## config.mk

```make
export PLATFORM = sky130hd
export DESIGN_NAME = key_conditioner_flat
export DESIGN_NICKNAME = d
export VERILOG_FILES = /design/src/rtl/key_conditioner_pkg.sv /design/src/rtl/key_conditioner_if.sv /design/src/rtl/key_conditioner_debounce.sv /design/src/rtl/key_conditioner.sv /design/src/flat_wrapper.sv
export SDC_FILE = /design/constraint.sdc
export NUM_CORES = 1
export LEC_CHECK = 0
export CELL_PAD_IN_SITES_DETAIL_PLACEMENT = 1
export CELL_PAD_IN_SITES_GLOBAL_PLACEMENT = 1
export CORE_UTILIZATION = 49
export DETAILED_ROUTE_END_ITERATION = 10
export PLACE_DENSITY_LB_ADDON = 0.1
export SKIP_LAST_GASP = 1
export SLEW_MARGIN = 20
export SYNTH_ARGS = -nofsm -noshare
export SYNTH_HDL_FRONTEND = slang
export SYNTH_HIERARCHICAL = 1
export SYNTH_SLANG_ARGS = --single-unit
```

## constraint.sdc

```tcl
create_clock -name clk -period 6.5 [get_ports clk]
set_input_delay 1.3 -clock clk [delete_from_list [all_inputs] [get_ports clk]]
set_output_delay 1.3 -clock clk [all_outputs]
set_load 0.02 [all_outputs]
```

## src/rtl/key_conditioner_pkg.sv

```systemverilog
// key_pkg: key count, key indices and default timing for the key conditioner.
// Build option: define KEY_AUTOREPEAT_EN to add held-key auto-repeat.
package key_pkg;

    localparam int NUM_KEYS      = 3;
    localparam int KEY_INTERFACE = 0;
    localparam int KEY_START     = 1;
    localparam int KEY_MODE      = 2;

    localparam int unsigned DEB_CYCLES_DEF    = 1000000;
    localparam int unsigned HOLD_CYCLES_DEF   = 25000000;
    localparam int unsigned REPEAT_CYCLES_DEF = 10000000;

    function automatic int cnt_width(input int unsigned n);
        return (n < 1) ? 1 : $clog2(n + 1);
    endfunction

endpackage

```

## src/rtl/key_conditioner_if.sv

```systemverilog
// key_if: raw active-low buttons in, debounced level and pulses out.
// master drives the raw keys; slave is the conditioner.
interface key_if;
    import key_pkg::*;

    logic [NUM_KEYS-1:0] key_raw;
    logic [NUM_KEYS-1:0] key_level;
    logic [NUM_KEYS-1:0] key_press;
    logic [NUM_KEYS-1:0] key_release;

    modport master (
        output key_raw,
        input  key_level,
        input  key_press,
        input  key_release
    );

    modport slave (
        input  key_raw,
        output key_level,
        output key_press,
        output key_release
    );

endinterface

```

## src/rtl/key_conditioner_debounce.sv

```systemverilog
// key_debounce_1ch: synchronizer, debounce counter and press/release pulses.
// Define KEY_AUTOREPEAT_EN to emit repeated presses while a key is held.
module key_debounce_1ch
    import key_pkg::*;
#(
    parameter int unsigned DEB_CYCLES    = DEB_CYCLES_DEF,
    parameter int unsigned HOLD_CYCLES   = HOLD_CYCLES_DEF,
    parameter int unsigned REPEAT_CYCLES = REPEAT_CYCLES_DEF
) (
    input  logic clk,
    input  logic clrn,
    input  logic raw,
    output logic level,
    output logic press,
    output logic rel
);

    localparam int CW = cnt_width(DEB_CYCLES);
    localparam logic [CW-1:0] DEB_MAX = CW'(DEB_CYCLES - 1);

    if (DEB_CYCLES < 1 || HOLD_CYCLES < 1 || REPEAT_CYCLES < 1) begin : g_bad_cfg
        $error("key_debounce_1ch: cycle parameters must be at least 1");
    end

    logic [1:0]    sync_q, sync_d;
    logic [CW-1:0] cnt_q, cnt_d;
    logic          level_q, level_d;
    logic          press_q, press_d;
    logic          rel_q, rel_d;
    logic          diff;
    logic          accept;

`ifdef KEY_AUTOREPEAT_EN
    localparam int unsigned HMAX = (HOLD_CYCLES > REPEAT_CYCLES) ? HOLD_CYCLES : REPEAT_CYCLES;
    localparam int HW = cnt_width(HMAX);
    localparam logic [HW-1:0] HOLD_MAX = HW'(HOLD_CYCLES - 1);
    localparam logic [HW-1:0] REP_MAX  = HW'(REPEAT_CYCLES - 1);

    logic [HW-1:0] hold_q, hold_d;
    logic          rep_q, rep_d;
`endif

    always_comb begin
        sync_d  = {sync_q[0], raw};
        diff    = sync_q[1] ^ level_q;
        accept  = diff && (cnt_q == DEB_MAX);
        cnt_d   = (diff && !accept) ? cnt_q + 1'b1 : '0;
        level_d = accept ? sync_q[1] : level_q;
        press_d = accept && !sync_q[1];
        rel_d   = accept && sync_q[1];
`ifdef KEY_AUTOREPEAT_EN
        // Hold timer runs only while the accepted level is pressed.
        hold_d = '0;
        rep_d  = 1'b0;
        if (!level_q && !accept) begin
            if (hold_q == (rep_q ? REP_MAX : HOLD_MAX)) begin
                press_d = 1'b1;
                rep_d   = 1'b1;
            end else begin
                hold_d = hold_q + 1'b1;
                rep_d  = rep_q;
            end
        end
`endif
    end

    always_ff @(posedge clk or negedge clrn) begin
        if (!clrn) begin
            sync_q  <= 2'b11;
            cnt_q   <= '0;
            level_q <= 1'b1;
            press_q <= 1'b0;
            rel_q   <= 1'b0;
`ifdef KEY_AUTOREPEAT_EN
            hold_q  <= '0;
            rep_q   <= 1'b0;
`endif
        end else begin
            sync_q  <= sync_d;
            cnt_q   <= cnt_d;
            level_q <= level_d;
            press_q <= press_d;
            rel_q   <= rel_d;
`ifdef KEY_AUTOREPEAT_EN
            hold_q  <= hold_d;
            rep_q   <= rep_d;
`endif
        end
    end

    assign level = level_q;
    assign press = press_q;
    assign rel   = rel_q;

endmodule

```

## src/rtl/key_conditioner.sv

```systemverilog
// key_conditioner: one debounce channel per push button.
// Define KEY_AUTOREPEAT_EN to enable held-key auto-repeat in every channel.
module key_conditioner
    import key_pkg::*;
#(
    parameter int unsigned DEB_CYCLES    = DEB_CYCLES_DEF,
    parameter int unsigned HOLD_CYCLES   = HOLD_CYCLES_DEF,
    parameter int unsigned REPEAT_CYCLES = REPEAT_CYCLES_DEF
) (
    input  logic  clk,
    input  logic  clrn,
    key_if.slave  kif
);

    for (genvar i = 0; i < NUM_KEYS; i++) begin : g_key
        key_debounce_1ch #(
            .DEB_CYCLES    (DEB_CYCLES),
            .HOLD_CYCLES   (HOLD_CYCLES),
            .REPEAT_CYCLES (REPEAT_CYCLES)
        ) u_deb (
            .clk   (clk),
            .clrn  (clrn),
            .raw   (kif.key_raw[i]),
            .level (kif.key_level[i]),
            .press (kif.key_press[i]),
            .rel   (kif.key_release[i])
        );
    end

endmodule

```

## src/flat_wrapper.sv

```systemverilog
// flat-port wrapper written by rule: the top's interface ports become plain ports
module key_conditioner_flat import key_pkg::*;
#(
    parameter int unsigned DEB_CYCLES    = DEB_CYCLES_DEF,
    parameter int unsigned HOLD_CYCLES   = HOLD_CYCLES_DEF,
    parameter int unsigned REPEAT_CYCLES = REPEAT_CYCLES_DEF
)
  (clk, clrn, kif_key_raw, kif_key_level, kif_key_press, kif_key_release);
  key_if kif_i ();
  input  logic clk;
  input  logic clrn;
  input wire logic [$bits(kif_i.key_raw)-1:0] kif_key_raw;
  output wire logic [$bits(kif_i.key_level)-1:0] kif_key_level;
  output wire logic [$bits(kif_i.key_press)-1:0] kif_key_press;
  output wire logic [$bits(kif_i.key_release)-1:0] kif_key_release;
  assign kif_i.key_raw = kif_key_raw;
  assign kif_key_level = kif_i.key_level;
  assign kif_key_press = kif_i.key_press;
  assign kif_key_release = kif_i.key_release;
  key_conditioner #(.DEB_CYCLES(DEB_CYCLES), .HOLD_CYCLES(HOLD_CYCLES), .REPEAT_CYCLES(REPEAT_CYCLES)) u_core (.clk(clk), .clrn(clrn), .kif(kif_i));
endmodule
```

==> impl_metrics.env <==
export IMPL_outcome="finished clean"
export IMPL_via_per_inst=5.50
export IMPL_cpMaxStageDelayCell="clkdlybuf4s50_1"
export IMPL_slew_headroom_pct=37.8
export IMPL_track_usage_pct=21.8
export IMPL_vias=2471
export IMPL_finalPower_mw=0.857
export IMPL_final_core_util_pct=57.1
export IMPL_cts_sinks=75
export IMPL_dpl_instance_area_mm2=0.00371
export IMPL_whs_ns=0.356
export IMPL_numPortBuffers=13
export IMPL_syn_area_per_cell_um2=10.6
export IMPL_row_count=30
export IMPL_drt_pass1_iterations=4
export IMPL_leakagePower_nw=1.53
export IMPL_critPathRequiredTime_ns=5.20
export IMPL_pre_cts_slack_ns=4.05
export IMPL_overflow=0
export IMPL_fmax_mhz=354
export IMPL_htree_levels=3
export IMPL_rsz0062_at_grt="false"
export IMPL_n_antenna_cell=0
export IMPL_cap_violations=0
export IMPL_ctsHoldBuffers=0
export IMPL_drc=0
export IMPL_synthTopCellsByArea="dfrtp_1 48%, xnor2_1 11%, nor2_1 7.1%"
export IMPL_crit_buf_inv=1
export IMPL_drv_slew=0
export IMPL_yosys_area_top_type="dfrtp_1"
export IMPL_path_cells="clkdlybuf4s50_1"
export IMPL_tns_ns=0
export IMPL_synth_edff_count=0
export IMPL_path_class="flip-flop to output port"
export IMPL_finalWorstSetupSlack_ns=3.67
export IMPL_yosys_warnings=6
export IMPL_antenna_found_initial=0
export IMPL_synth_common_cells="66 x dfrtp_1, 66 x nor2_1, 42 x xnor2_1"
export IMPL_synth_distinct_cells=27
export IMPL_syn_num_nets=335
export IMPL_fp_dieArea_mm2=0.00743
export IMPL_grt_start_max_net_pins=76
export IMPL_area_growth_pct=12.1
export IMPL_cts_root_buffer="clkbuf_8"
export IMPL_grt_pass1_vias=2592
export IMPL_finalInstanceArea_mm2=0.00390
export IMPL_coreArea_mm2=0.00683
export IMPL_netlist_area_mm2=0.00348
export IMPL_critical_path_arrival_ns=1.53
export IMPL_place_congestion=0.719
export IMPL_clock_latency_ns=0.35
export IMPL_final_antenna_net_count=0
export IMPL_ys_seq_elements=75
export IMPL_dp_hpwl_um=4660
export IMPL_min_period_ns=2.83
export IMPL_cts_tree="built"
export IMPL_synth_top_area_share_pct=47.5
export IMPL_finalClockSkew_ns=0.0114
export IMPL_final_period_utilization_pct=43.5
export IMPL_crit_family="buffers and inverters"
export IMPL_setup_violations=0
export IMPL_cts_path_max_buffers=2
export IMPL_totalWireLength_um=7110
export IMPL_yosysSeqAreaShare_pct=54.3
export IMPL_fin_cells=449
export IMPL_nets=356
export IMPL_critPathCaptureType="output port"
export IMPL_clk_pin_slew_ns=0.07
export IMPL_worstSetupStartpointType="flip-flop"
export IMPL_asyncSetResetFlopFracSynth_pct=100
export IMPL_drt_iter0_drc=108
export IMPL_slowest_delay_ns=0.61
export IMPL_start_util_pct=50.9
export IMPL_peakVddDrop_v=0.000146
export IMPL_path_max_fanout=5
export IMPL_syn_inst=327
export IMPL_numCtsBuffers=9
export IMPL_die_w_um=86.2
export IMPL_cts_resized=0
export IMPL_grt_pass1_wl_um=12400
export IMPL_layout_drive_gt1_share_pct=9.92
export IMPL_io_pins=14
export IMPL_p_per_area_mw_per_mm2=220
export IMPL_synth_ff_type="dfrtp_1"
export IMPL_dp_cells=433
export IMPL_wl_per_cell_um=15.8
export IMPL_hold_violations=0
export IMPL_hold_path_class="flip-flop to flip-flop"
export IMPL_cts_setup_buffers=0
export IMPL_fp_dieH_um=86.2
export IMPL_tightest_slew_ns=0.933
==> sequential cells by signal (all words and copies together) (netlist names) <==
name,cells
u_core/g_key.u_deb/sync_q,6
u_core/g_key.u_deb/press,3
u_core/g_key.u_deb/rel,3
u_core/g_key.u_deb/cnt_q,60
u_core/g_key.u_deb/level,3
==> where the power goes <==
group / switching [mW] / internal (mW)
combinational: 0.0183 / 0.00733
sequential: 0.00620 / 0.474
clock: 0.164 / 0.187
==> final cells by class <==
type	count	area, µm²
Sequential cell	75	1890
Fill cell	758	2930
Inverter	12	45.0
Tap cell	96	120
Clock buffer	13	149
Multi-Input combinational cell	237	1530
Clock inverter	3	40.0
Timing Repair Buffer	13	128
==> kinds of logic (layout without fill, tap and decap cells) <==
family	Yosys count	after routing	share of synthesized area, %
AO/OA/AOI/OAI	15	15	3.89
XOR/XNOR	48	48	12.1
adder cells (fa/ha/maj)	3	3	1.08
buffers and inverters	15	41	1.73
flip-flops	75	75	54.3
multiplexers	6	6	2.16
AND/OR/NAND/NOR	165	165	24.7
==> worst paths after layout <==
| check | from | endpoint | slack (ns) | cells after the start |
|---|---|---|---|---|
| worst max-delay path | u_core/g_key[2].u_deb/level | kif_key_level[2] | 3.67 | 1 |
| min in group asynchronous | clrn | u_core/g_key[0].u_deb/cnt_q[3] | 1.07 | 1 |
| worst max register to register | u_core/g_key[1].u_deb/cnt_q[0] | u_core/g_key[1].u_deb/cnt_q[2] | 4.02 | 5 |
| worst min register to register | u_core/g_key[1].u_deb/sync_q[0] | u_core/g_key[1].u_deb/sync_q[1] | 0.36 | 0 |
| max in group asynchronous | clrn | u_core/g_key[0].u_deb/cnt_q[14] | 4.81 | 1 |
| worst min-delay path | u_core/g_key[1].u_deb/sync_q[0] | u_core/g_key[1].u_deb/sync_q[1] | 0.36 | 0 |
==> cells in the final DEF, fill, tap and decap left out, types with 6 or more instances in the layout <==
master / n
nor2_1: 66
dfrtp_1: 66
xnor2_1: 42
nand3_1: 15
nor4_1: 15
nor3_1: 15
clkdlybuf4s50_1: 12
inv_1: 12
nand4_1: 12
clkbuf_8: 10
nand2_1: 9
and3_1: 9
dfstp_2: 9
xor2_1: 6
o221ai_1: 6
nor3b_1: 6
==> metal layers <==
metal	track usage, %	vias to the layer above	wire, µm
met4	7.42	0	97
met2	35.4	27	3550
met3	6.19	11	226
li1	-	1186	-
met1	28.1	1247	3230
met5	0	-	0
No activity file was read; power rests on OpenSTA's default activity.
